===== config.mk =====
export PLATFORM = sky130hd
export DESIGN_NAME = cam_capture_dec
export DESIGN_NICKNAME = d
export VERILOG_FILES = /design/src/rtl/cam_capture_dec.sv
export SDC_FILE = /design/constraint.sdc
export NUM_CORES = 1
export LEC_CHECK = 0
export CORE_MARGIN = 5
export CORE_UTILIZATION = 45
export CTS_CLUSTER_DIAMETER = 120
export CTS_CLUSTER_SIZE = 8
export DETAILED_ROUTE_END_ITERATION = 10
export PLACE_DENSITY = 0.73
export SETUP_SLACK_MARGIN = 0.1
export SLEW_MARGIN = 20
export SYNTH_ARGS = -nofsm -noshare
export SYNTH_HDL_FRONTEND = slang
export SYNTH_SLANG_ARGS = --single-unit

===== constraint.sdc =====
create_clock -name pclk -period 5.5 [get_ports pclk]
set_input_delay 1.65 -clock pclk [delete_from_list [all_inputs] [get_ports pclk]]
set_output_delay 1.65 -clock pclk [all_outputs]
set_load 0.03 [all_outputs]

===== src/rtl/cam_capture_dec.sv =====
// Camera capture path in the pixel-clock domain: byte pairing, 2^DEC_LOG2
// decimation, optional luma-to-grey conversion and frame-buffer write port A.
// Optional feature macro: CAP_CHECKSUM_EN adds a per-frame write-data checksum.
module cam_capture_dec #(
    parameter int unsigned H_ACTIVE = 640,
    parameter int unsigned V_ACTIVE = 480,
    parameter int unsigned DEC_LOG2 = 1,
    parameter int unsigned ADDR_W   = 17
) (
    input  logic              pclk,
    input  logic              rst,
    input  logic              vsync,
    input  logic              href,
    input  logic [7:0]        d,
    input  logic              arm,
    input  logic              continuous,
    input  logic              gray,
    output logic [ADDR_W-1:0] addr,
    output logic [15:0]       dout,
    output logic              we,
    output logic              busy,
    output logic              frame_done,
    output logic [7:0]        frame_cnt,
    output logic [ADDR_W-1:0] words,
    output logic              err_len,
`ifdef CAP_CHECKSUM_EN
    output logic              err_ovf,
    output logic [15:0]       checksum
`else
    output logic              err_ovf
`endif
);

    localparam int unsigned FRAME_PIX = (H_ACTIVE >> DEC_LOG2) * (V_ACTIVE >> DEC_LOG2);
    // Never write past the buffer even if the parameters disagree with it.
    localparam int unsigned ADDR_CAP  = (FRAME_PIX > (1 << ADDR_W)) ? (1 << ADDR_W) : FRAME_PIX;
    localparam int unsigned FW        = ADDR_W + 1;
    localparam int unsigned CW        = $clog2(H_ACTIVE + 2);
    localparam int unsigned RW        = $clog2(V_ACTIVE + 1);
    localparam int unsigned DEC_MASK  = (1 << DEC_LOG2) - 1;

    typedef enum logic [1:0] {IDLE, ARMED, CAPTURE} state_t;

    state_t        state;
    logic          vs_q;
    logic          hr_q;
    logic          phase;
    logic          gray_q;
    logic [7:0]    hi;
    logic [CW-1:0] col;     // saturates at H_ACTIVE+1 so overlong lines stay visible
    logic [RW-1:0] row;     // saturates at V_ACTIVE
    logic [FW-1:0] wcnt;    // one extra bit so a full buffer is representable

    logic          fs;
    logic          fe;
    logic          le;
    logic          keep;
    logic          full;
    logic [15:0]   pix;

    // Sync edges, keep/full qualification and pixel formatting.
    assign fs   = vs_q & ~vsync;
    assign fe   = ~vs_q & vsync;
    assign le   = hr_q & ~href;
    assign keep = ((32'(col) & DEC_MASK) == 32'd0) && ((32'(row) & DEC_MASK) == 32'd0)
               && (32'(col) < H_ACTIVE) && (32'(row) < V_ACTIVE);
    assign full = 32'(wcnt) >= ADDR_CAP;
    assign pix  = gray_q ? {hi[7:3], hi[7:2], hi[7:3]} : {hi, d};
    assign addr = wcnt[ADDR_W-1:0];

    // Capture FSM with byte pairing, counters, write strobe and status flags.
    always_ff @(posedge pclk) begin
        if (rst) begin
            state      <= IDLE;
            vs_q       <= 1'b0;
            hr_q       <= 1'b0;
            phase      <= 1'b0;
            gray_q     <= 1'b0;
            hi         <= '0;
            col        <= '0;
            row        <= '0;
            wcnt       <= '0;
            dout       <= '0;
            we         <= 1'b0;
            busy       <= 1'b0;
            frame_done <= 1'b0;
            frame_cnt  <= '0;
            words      <= '0;
            err_len    <= 1'b0;
            err_ovf    <= 1'b0;
        end else begin
            vs_q       <= vsync;
            hr_q       <= href;
            we         <= 1'b0;
            frame_done <= 1'b0;
            if (we) wcnt <= wcnt + FW'(1);
            case (state)
                IDLE: begin
                    if (arm) begin
                        state   <= ARMED;
                        busy    <= 1'b1;
                        err_len <= 1'b0;
                        err_ovf <= 1'b0;
                    end
                end
                ARMED: begin
                    if (fs) begin
                        state  <= CAPTURE;
                        wcnt   <= '0;
                        col    <= '0;
                        row    <= '0;
                        phase  <= 1'b0;
                        gray_q <= gray;
                    end
                end
                CAPTURE: begin
                    if (href) begin
                        phase <= ~phase;
                        if (!phase) begin
                            hi <= d;
                        end else begin
                            if (col <= CW'(H_ACTIVE)) col <= col + CW'(1);
                            if (keep) begin
                                if (full) begin
                                    err_ovf <= 1'b1;
                                end else begin
                                    we   <= 1'b1;
                                    dout <= pix;
                                end
                            end
                        end
                    end else begin
                        phase <= 1'b0;
                    end
                    if (le) begin
                        if (col != CW'(H_ACTIVE)) err_len <= 1'b1;
                        col <= '0;
                        if (row < RW'(V_ACTIVE)) row <= row + RW'(1);
                    end
                    if (fe) begin
                        frame_done <= 1'b1;
                        words      <= ADDR_W'(wcnt + FW'(we));
                        frame_cnt  <= frame_cnt + 8'd1;
                        if (continuous) begin
                            state <= ARMED;
                        end else begin
                            state <= IDLE;
                            busy  <= 1'b0;
                        end
                    end
                end
                default: state <= IDLE;
            endcase
        end
    end

`ifdef CAP_CHECKSUM_EN
    logic [15:0] csum_acc;

    // Running sum of written pixels, published with frame_done.
    always_ff @(posedge pclk) begin
        if (rst) begin
            csum_acc <= '0;
            checksum <= '0;
        end else begin
            if (state == ARMED && fs) csum_acc <= '0;
            else if (we)              csum_acc <= csum_acc + dout;
            if (state == CAPTURE && fe) checksum <= csum_acc + (we ? dout : 16'd0);
        end
    end
`endif

endmodule


# Yosys cells after proc, flatten, opt, wreduce, memory -nomap -nowiden
# Index checks and enable logic that the tools add are counted.
# classes
n_addsub	5
magnitude_cmp	5
eq_ne	17
muxes	37
bitwise_logic	10
reduce_logical	21
# op_table
cell	count
zero test 32 bit	2
two-way mux 18 bit	3
two-way mux 10 bit	5
two-way mux 9 bit	3
!= test 2 bit (second input constant)	11
case mux 10 bit (2 select lines)	1
adder 18 x 1 -> 18 bit (second input constant)	1
greater-or-equal comparator 18 x 17 -> 1 bit (second input constant)	1
less-than comparator 9 bit (second input constant)	2
case mux 9 bit (2 select lines)	1
adder 17 x 1 -> 17 bit	1
two-way mux 1 bit	15
AND reduction 4 bit	3
two-way mux 11 bit	1
adder 10 x 1 -> 10 bit (second input constant)	1
less-or-equal comparator 10 bit (second input constant)	1
less-than comparator 10 bit (second input constant)	1
!= test 10 bit (second input constant)	1
AND reduction 5 bit	2
adder 9 x 1 -> 9 bit (second input constant)	1
!= test 3 bit (second input constant)	3
adder 8 x 1 -> 8 bit (second input constant)	1
case mux 1 bit (2 select lines)	4
inverter 1 bit	7
other kinds (13)	23
# word_totals
ff_bits	97
input_bits	15
output_inout_bits	63
wordCells	112

# Depth between registers and ports, before layout
# Gate-level depths: netlist (run 1).
# logic_depth
word_depth	8
mapped_depth	8

# Least setup slack after synthesis (run 1)
# Ideal clock, no wire load.
# synth_timing
kind	in2reg
start	input port href
end	register dout[4]
arrival_ps	2923
slack_ps	2497
cell_stages	6
cell_sequence	nand2_1 -> or4_4 -> nor3_4 -> buf_6 -> nor2_1 -> a211oi_2
# synth_between
elab_chain_cells	1
# synth_rtl
item	line_no	source
start: declaration	13	input logic href,
AND reduction 5 bit (no source line)	--	
end signal: assignment	128	dout <= pix;
end: declaration	19	output logic [15:0] dout,
# No other way between the ends.
# A chain may end at the register's enable or synchronous reset.

# Worst setup path after layout (run 1)
# layout_timing
start	register wcnt[1]
end	output port addr[1]
# layout_lines
item	line_no	source
start: declaration	52	logic [FW-1:0] wcnt;
start signal: assignment	96	if (we) wcnt <= wcnt + FW'(1);
end: declaration	18	output logic [ADDR_W-1:0] addr,
# No word-level cell between the ends.

==> impl_summary.log, run 1 <==
INFO  metric run_status = finished, final reports clean
INFO  metric critical-path-max-stage-delay = 0.75 ns
INFO  metric initial_utilization = 0.465
INFO  metric routedWlPerCell = 14.9 microns
INFO  metric drc = 0
INFO  metric worst_r2r_endpoint = col[1]
INFO  metric start_kind = flop
INFO  metric row_count = 36
INFO  metric critical_path.endpoint_type = output pin
INFO  metric clkSinkCount = 97
INFO  metric power.density_cell_area = 235 nW/um^2
INFO  metric synth-edff-count = 0
INFO  metric postSynthAreaPerCell = 8.67 sq um
INFO  metric first_pass_iters = 4
INFO  metric io_buffers = 77
INFO  metric post_cts.repair.setup_buffers = 0
INFO  metric synthArstFlopShare = 0
INFO  metric final_clock_skew = 0.00883 ns
INFO  metric fmax = 303 MHz
INFO  metric numPlacedInstances = 694
INFO  metric cts_repair_resize_count = 0
INFO  metric mappedNetlistNets = 550
INFO  metric cp_slowest_cell = clkdlybuf4s50_1
INFO  metric cts-hold-fix-buffers = 0
INFO  metric vdd.ir_drop.worst = 0.000105 V
INFO  metric ctsLongestPathBuffers = 2
INFO  metric reg2reg_setup_slack = 3.19 ns
INFO  metric finalCritPeriodShare = 0.600
INFO  metric ys_seq_area_frac = 0.425
INFO  metric yosys_most_used_dff = dfxtp_1
INFO  metric worstHoldPathCells = 2
INFO  metric core = 9820 sq um
INFO  metric die_w = 111 microns
INFO  metric period_needed = 3.30 ns
INFO  metric num_antenna_cells = 0
INFO  metric clk_pin_slew_worst_paths = 0.09 ns
INFO  metric rsz0062_at_grt = false
INFO  metric cp_data_required_time = 3.85 ns
INFO  metric worst-r2r-cell-count = 5
INFO  metric worst_pin_slew = 0.673 ns
INFO  metric grt_overflow_total = 0
INFO  metric post_layout_nonfiller_instances = 710
INFO  metric worstSkewPairLatency = 0.37 ns
INFO  metric dieHeight = 111 microns
INFO  metric cp_cell_sequence = clkdlybuf4s50_1
INFO  metric worst-endpoint-arrival = 1.65 ns
INFO  metric io_pins = 78
INFO  metric drive_above_1_share = 0.0693
INFO  metric synthesis.yosys.warnings = 0
INFO  metric vias_per_cell = 5.33
INFO  metric grt_use_total = 0.172
INFO  metric cts_tree = done
INFO  metric final_antenna_net_count = 0
INFO  metric first_global_vias = 3585
INFO  metric grt_max_degree = 46
INFO  metric pre_cts_slack = 1.81 ns
INFO  metric setup_viol_count_final = 0
INFO  metric cts-buffers-inserted = 9
INFO  metric synth_area = 4570 sq um
INFO  metric cts.htree.levels = 3
INFO  metric fin_setup_tns = 0 ns
INFO  metric critical_path_peak_fanout = 10
INFO  metric crit-reg2reg-launch = state[1]
INFO  metric cts_root_buffer = clkbuf_8
INFO  metric first_iter_violations = 185
INFO  metric finalMaxSlewViolations = 0
INFO  metric grt_pass1_wl = 17800 microns
INFO  metric hold_ws = 0.458 ns
INFO  metric min-delay-path-class = flop to flop
INFO  metric dp_hpwl = 7620 microns
INFO  metric finalHoldViolations = 0
INFO  metric maxCapViolations = 0
INFO  metric leakage = 1.78 nW
INFO  metric postLayoutCoreUtil = 0.561
INFO  metric antenna_found_initial = 0
INFO  metric slew_headroom = 0.550
INFO  metric syn_to_final_growth = 20.6%
INFO  metric postSynthCellCount = 527
INFO  metric crit_family = buffers and inverters
INFO  metric finalNetCount = 595
INFO  metric dieArea = 12300 sq um
INFO  metric timing.hold.worst_endpoint = hi[1]
INFO  metric gp_routability_congestion = 0.865
INFO  metric synth_cell_types = 48
INFO  metric overall_via_count_from_detail_route = 3787
INFO  metric timing.final.ws_setup = 2.20 ns
INFO  metric crit_buf_inv = 1
INFO  metric total_wirelength_of_the_detailed_routed_design = 10600 microns
INFO  metric beginning_of_the_worst_hold_path = hi[1]
INFO  metric synth_seq_cells = 97
INFO  metric criticalPathCategory = flop to output pin
-- Yosys cell counts (14+ instances only) --
master	n	area [sq um]
mux2i_1	18	180
nor2_1	82	308
xor2_1	23	201
a211oi_1	15	113
clkbuf_1	21	78.8
xnor2_1	17	149
a21oi_1	24	120
buf_4	18	135
nand4_1	14	87.6
o21ai_0	16	80.1
nand2_1	49	184
nand3_1	14	70.1
dfxtp_1	97	1940
-- worst max-delay path by stage --
stage / from / to / slack (ns) / cells after the start
floorplan: href / dout[4] / 2.50 / 6
global placement: href / dout[15] / 1.87 / 7
detailed placement: href / dout[13] / 1.81 / 7
CTS: wcnt[1] / addr[1] / 2.18 / 1
global route: href / dout[9] / 2.08 / 7
finish: wcnt[1] / addr[1] / 2.20 / 1
-- logic make-up after synthesis --
group                      Yosys count  synth area share
DFF                                 97             0.425
muxes                               19            0.0419
xor gates and xnor gates            40            0.0766
and+or+nand+nor                    220             0.237
AOI/OAI and AO/OA                   88             0.133
adders and majority gates            8            0.0219
buffers and inverters               55            0.0646
-- layer usage --
| layer | vias to the layer above | part of all wire | global-route usage |
|---|---|---|---|
| met5 | - | 0 | 0 |
| met4 | 0 | 0.018 | 0.0534 |
| met3 | 14 | 0.041 | 0.0442 |
| met2 | 92 | 0.46 | 0.272 |
| met1 | 1778 | 0.48 | 0.231 |
| li1 | 1903 | - | - |
-- power breakdown --
group / internal (mW) / leakage (nW) / switching (mW)
Sequential: 0.706 / 0.782 / 0.00580
Combinational: 0.0223 / 0.888 / 0.0318
Clock: 0.270 / 0.113 / 0.256
Total: 0.999 / 1.78 / 0.294
-- flip-flops by register name, summed over array words and instances, names as in the netlist, 2 cells and up --
name       cells
dout          16
col           10
state          2
frame_cnt      8
wcnt          18
row            9
words         17
hi             8
-- per-stage QoR --
step	cell area [sq um]	total power [mW]
floorplan	4570	0.758
global placement	5280	0.782
detailed placement	5280	0.782
CTS	5510	1.30
global route	5510	1.34
finish	5510	1.29
-- cell usage in the layout (no fill, tap or decap), types with 15 or more instances in the layout --
master           instances
dfxtp_1                 97
mux2i_1                 18
xnor2_1                 17
o21ai_0                 16
clkdlybuf4s50_1         76
xor2_1                  23
nor2_1                  82
nand2_1                 49
a211oi_1                15
a21oi_1                 24
-- layout make-up --
class                           count  area, sq um
Fill cell                         893         4310
Multi-Input combinational cell    375         2350
Sequential cell                    97         1940
Timing Repair Buffer               81          796
Tap cell                          133          166
Clock buffer                       10          138
Clock inverter                      6         90.1
Inverter                            8         30.0
No activity file was read; power rests on OpenSTA's default activity.
==> run 2: changes to the inputs <==
==> constraint.sdc (replaced) <==
create_clock -name pclk -period 3.3 [get_ports pclk]
set_input_delay 0.99 -clock pclk [delete_from_list [all_inputs] [get_ports pclk]]
set_output_delay 0.99 -clock pclk [all_outputs]
set_load 0.03 [all_outputs]
==> run 2 against run 1 <==
  * Global-route usage is 0.23 points lower
  * Final cell count is the same
  * Utilization about the same
  * Clock power is 48% higher
  * Largest cell class unchanged
  * Register-to-register slack got worse by 2.3 ns
  * Worst setup slack lost 1.6 ns
  * Hold slack improved by 0.021 ns
  * Final area barely moved
  * Sequential share of layout area about the same
  * Die area stayed put
  * Critical endpoint is now col[1]
  * Sequential power grew 67%
==> impl_summary.log, run 2 (synthesized netlist as in run 1, its figures left out) <==
INFO  metric run_status = finished, final reports clean
INFO  metric fin_setup_tns = 0 ns
INFO  metric grt_pass1_wl = 17700 microns
INFO  metric cts_tree = done
INFO  metric cts-hold-fix-buffers = 0
INFO  metric cts-buffers-inserted = 9
INFO  metric min-delay-path-class = flop to flop
INFO  metric layout_commonest_cell = dfxtp_1
INFO  metric drc = 0
INFO  metric grt_use_total = 0.170
INFO  metric die_w = 111 microns
INFO  metric clk_pin_slew_worst_paths = 0.10 ns
INFO  metric regArea = 1940 sq um
INFO  metric first_pass_iters = 4
INFO  metric finalMaxSlewViolations = 0
INFO  metric setup_viol_count_final = 0
INFO  metric biggestRegsByFlops = wcnt: 18 flops, words: 17 flops, dout: 16 flops
INFO  metric vias_per_cell = 5.32
INFO  metric drive_above_1_share = 0.0693
INFO  metric slew_headroom = 0.542
INFO  metric ctsLongestPathBuffers = 2
INFO  metric cts_repair_resize_count = 0
INFO  metric cts.htree.levels = 3
INFO  metric power.share.switching = 0.237
INFO  metric worst-endpoint-arrival = 2.97 ns
INFO  metric power.internal = 1.57 mW
INFO  metric comb_power_share = 0.045
INFO  metric final_clock_skew = 0.0165 ns
INFO  metric largest_reg_flops = 18
INFO  metric start_kind = input pin
INFO  metric clkSinkCount = 97
INFO  metric maxCapViolations = 0
INFO  metric power.density_cell_area = 374 nW/um^2
INFO  metric io_pins = 78
INFO  metric final_antenna_net_count = 0
INFO  metric worst_pin_slew = 0.686 ns
INFO  metric finalNetCount = 596
INFO  metric grt_max_degree = 39
INFO  metric fmax = 375 MHz
INFO  metric cp_data_required_time = 3.60 ns
INFO  metric dieHeight = 111 microns
INFO  metric initial_utilization = 0.465
INFO  metric globalRouteMet2Util = 0.273
INFO  metric critical_path.endpoint_type = flop
INFO  metric multi_input_combinational_cell_area = 2350 sq um
INFO  metric row_count = 36
INFO  metric routedWlPerCell = 14.8 microns
INFO  metric num_antenna_cells = 0
INFO  metric finalHoldViolations = 0
INFO  metric layout.cells.most_common_list = 97 x dfxtp_1, 82 x nor2_1, 76 x clkdlybuf4s50_1
INFO  metric total_wirelength_of_the_detailed_routed_design = 10500 microns
INFO  metric first_iter_violations = 212
INFO  metric period_needed = 2.67 ns
INFO  metric overall_via_count_from_detail_route = 3778
INFO  metric grt_busiest_layer = met2
INFO  metric timing.final.ws_setup = 0.630 ns
INFO  metric first_global_vias = 3537
INFO  metric gp_routability_congestion = 0.849
INFO  metric antenna_found_initial = 0
INFO  metric criticalPathCategory = input pin to flop
INFO  metric grt_use_met1 = 0.230
INFO  metric critical_path_peak_fanout = 7
INFO  metric worstSkewPairLatency = 0.36 ns
INFO  metric dp_hpwl = 7710 microns
INFO  metric core = 9820 sq um
INFO  metric post_cts.repair.setup_buffers = 0
INFO  metric syn_to_final_growth = 20.6%
INFO  metric pwr-share-seq = 0.576
INFO  metric dieArea = 12300 sq um
INFO  metric pre_cts_slack = 0.314 ns
INFO  metric globalRouteMet3Util = 0.0322
INFO  metric layout.filler_cells = 945
INFO  metric largest-register = wcnt
INFO  metric finalCritPeriodShare = 0.809
INFO  metric power.share.clock = 0.379
INFO  metric rsz0062_at_grt = false
INFO  metric cts_root_buffer = clkbuf_8
INFO  metric vdd.ir_drop.worst = 0.000238 V
INFO  metric leakage = 1.77 nW
INFO  metric grt_overflow_total = 0
INFO  metric io_buffers = 77
INFO  metric power.switching = 0.487 mW
INFO  metric power = 2.06 mW
==> run 2: final timing paths <==
path         startpoint  endpoint  slack (ns)  cells after the start
max                href    col[1]        0.63                      6
min             err_len   err_len        0.48                      2
max reg2reg    state[1]    col[1]        0.92                      5
min reg2reg     err_len   err_len        0.48                      2
==> run 2: final cells by class <==
type,instances,area share
clock inverter,6,0.0134
clock buffer,9,0.0225
multi-input combinational,375,0.426
tap,133,0.0302
sequential,97,0.352
timing repair buffer,82,0.150
inverter,8,0.00545
==> run 2: worst max-delay path: stages <==
cell and delay [ns]:
clkdlybuf4s50_1 0.56, nand2b_1 0.20, nand2_1 0.18, o221ai_1 0.57, mux2_2 0.40, nor2_1 0.07
==> run 2: stage by stage <==
step,hold WS (ns),util,cell area (sq um),cells
final,0.479,0.561,5510,710
after global routing,0.493,0.561,5510,710
after CTS,0.480,0.561,5510,710
after detailed placement,0.458,0.541,5320,695
after global placement,0.447,0.541,5320,695
after floorplan,0.436,-,4570,527
==> run 2: routing by layer <==
metal / up-vias / part of all wire
met5: - / 0
met3: 6 / 0.048
met2: 109 / 0.47
met4: 0 / 0.0065
li1: 1903 / -
met1: 1760 / 0.48
==> run 2: power by group through the flow <==
stage	sequential (mW)	combinational, mW	clock (mW)
2_1_floorplan	1.22	0.0484	0
3_3_place_gp	1.21	0.0918	0
3_5_place_dp	1.21	0.0920	0
4_1_cts	1.19	0.0924	0.798
5_1_grt	1.19	0.0996	0.857
6_report	1.19	0.0921	0.781
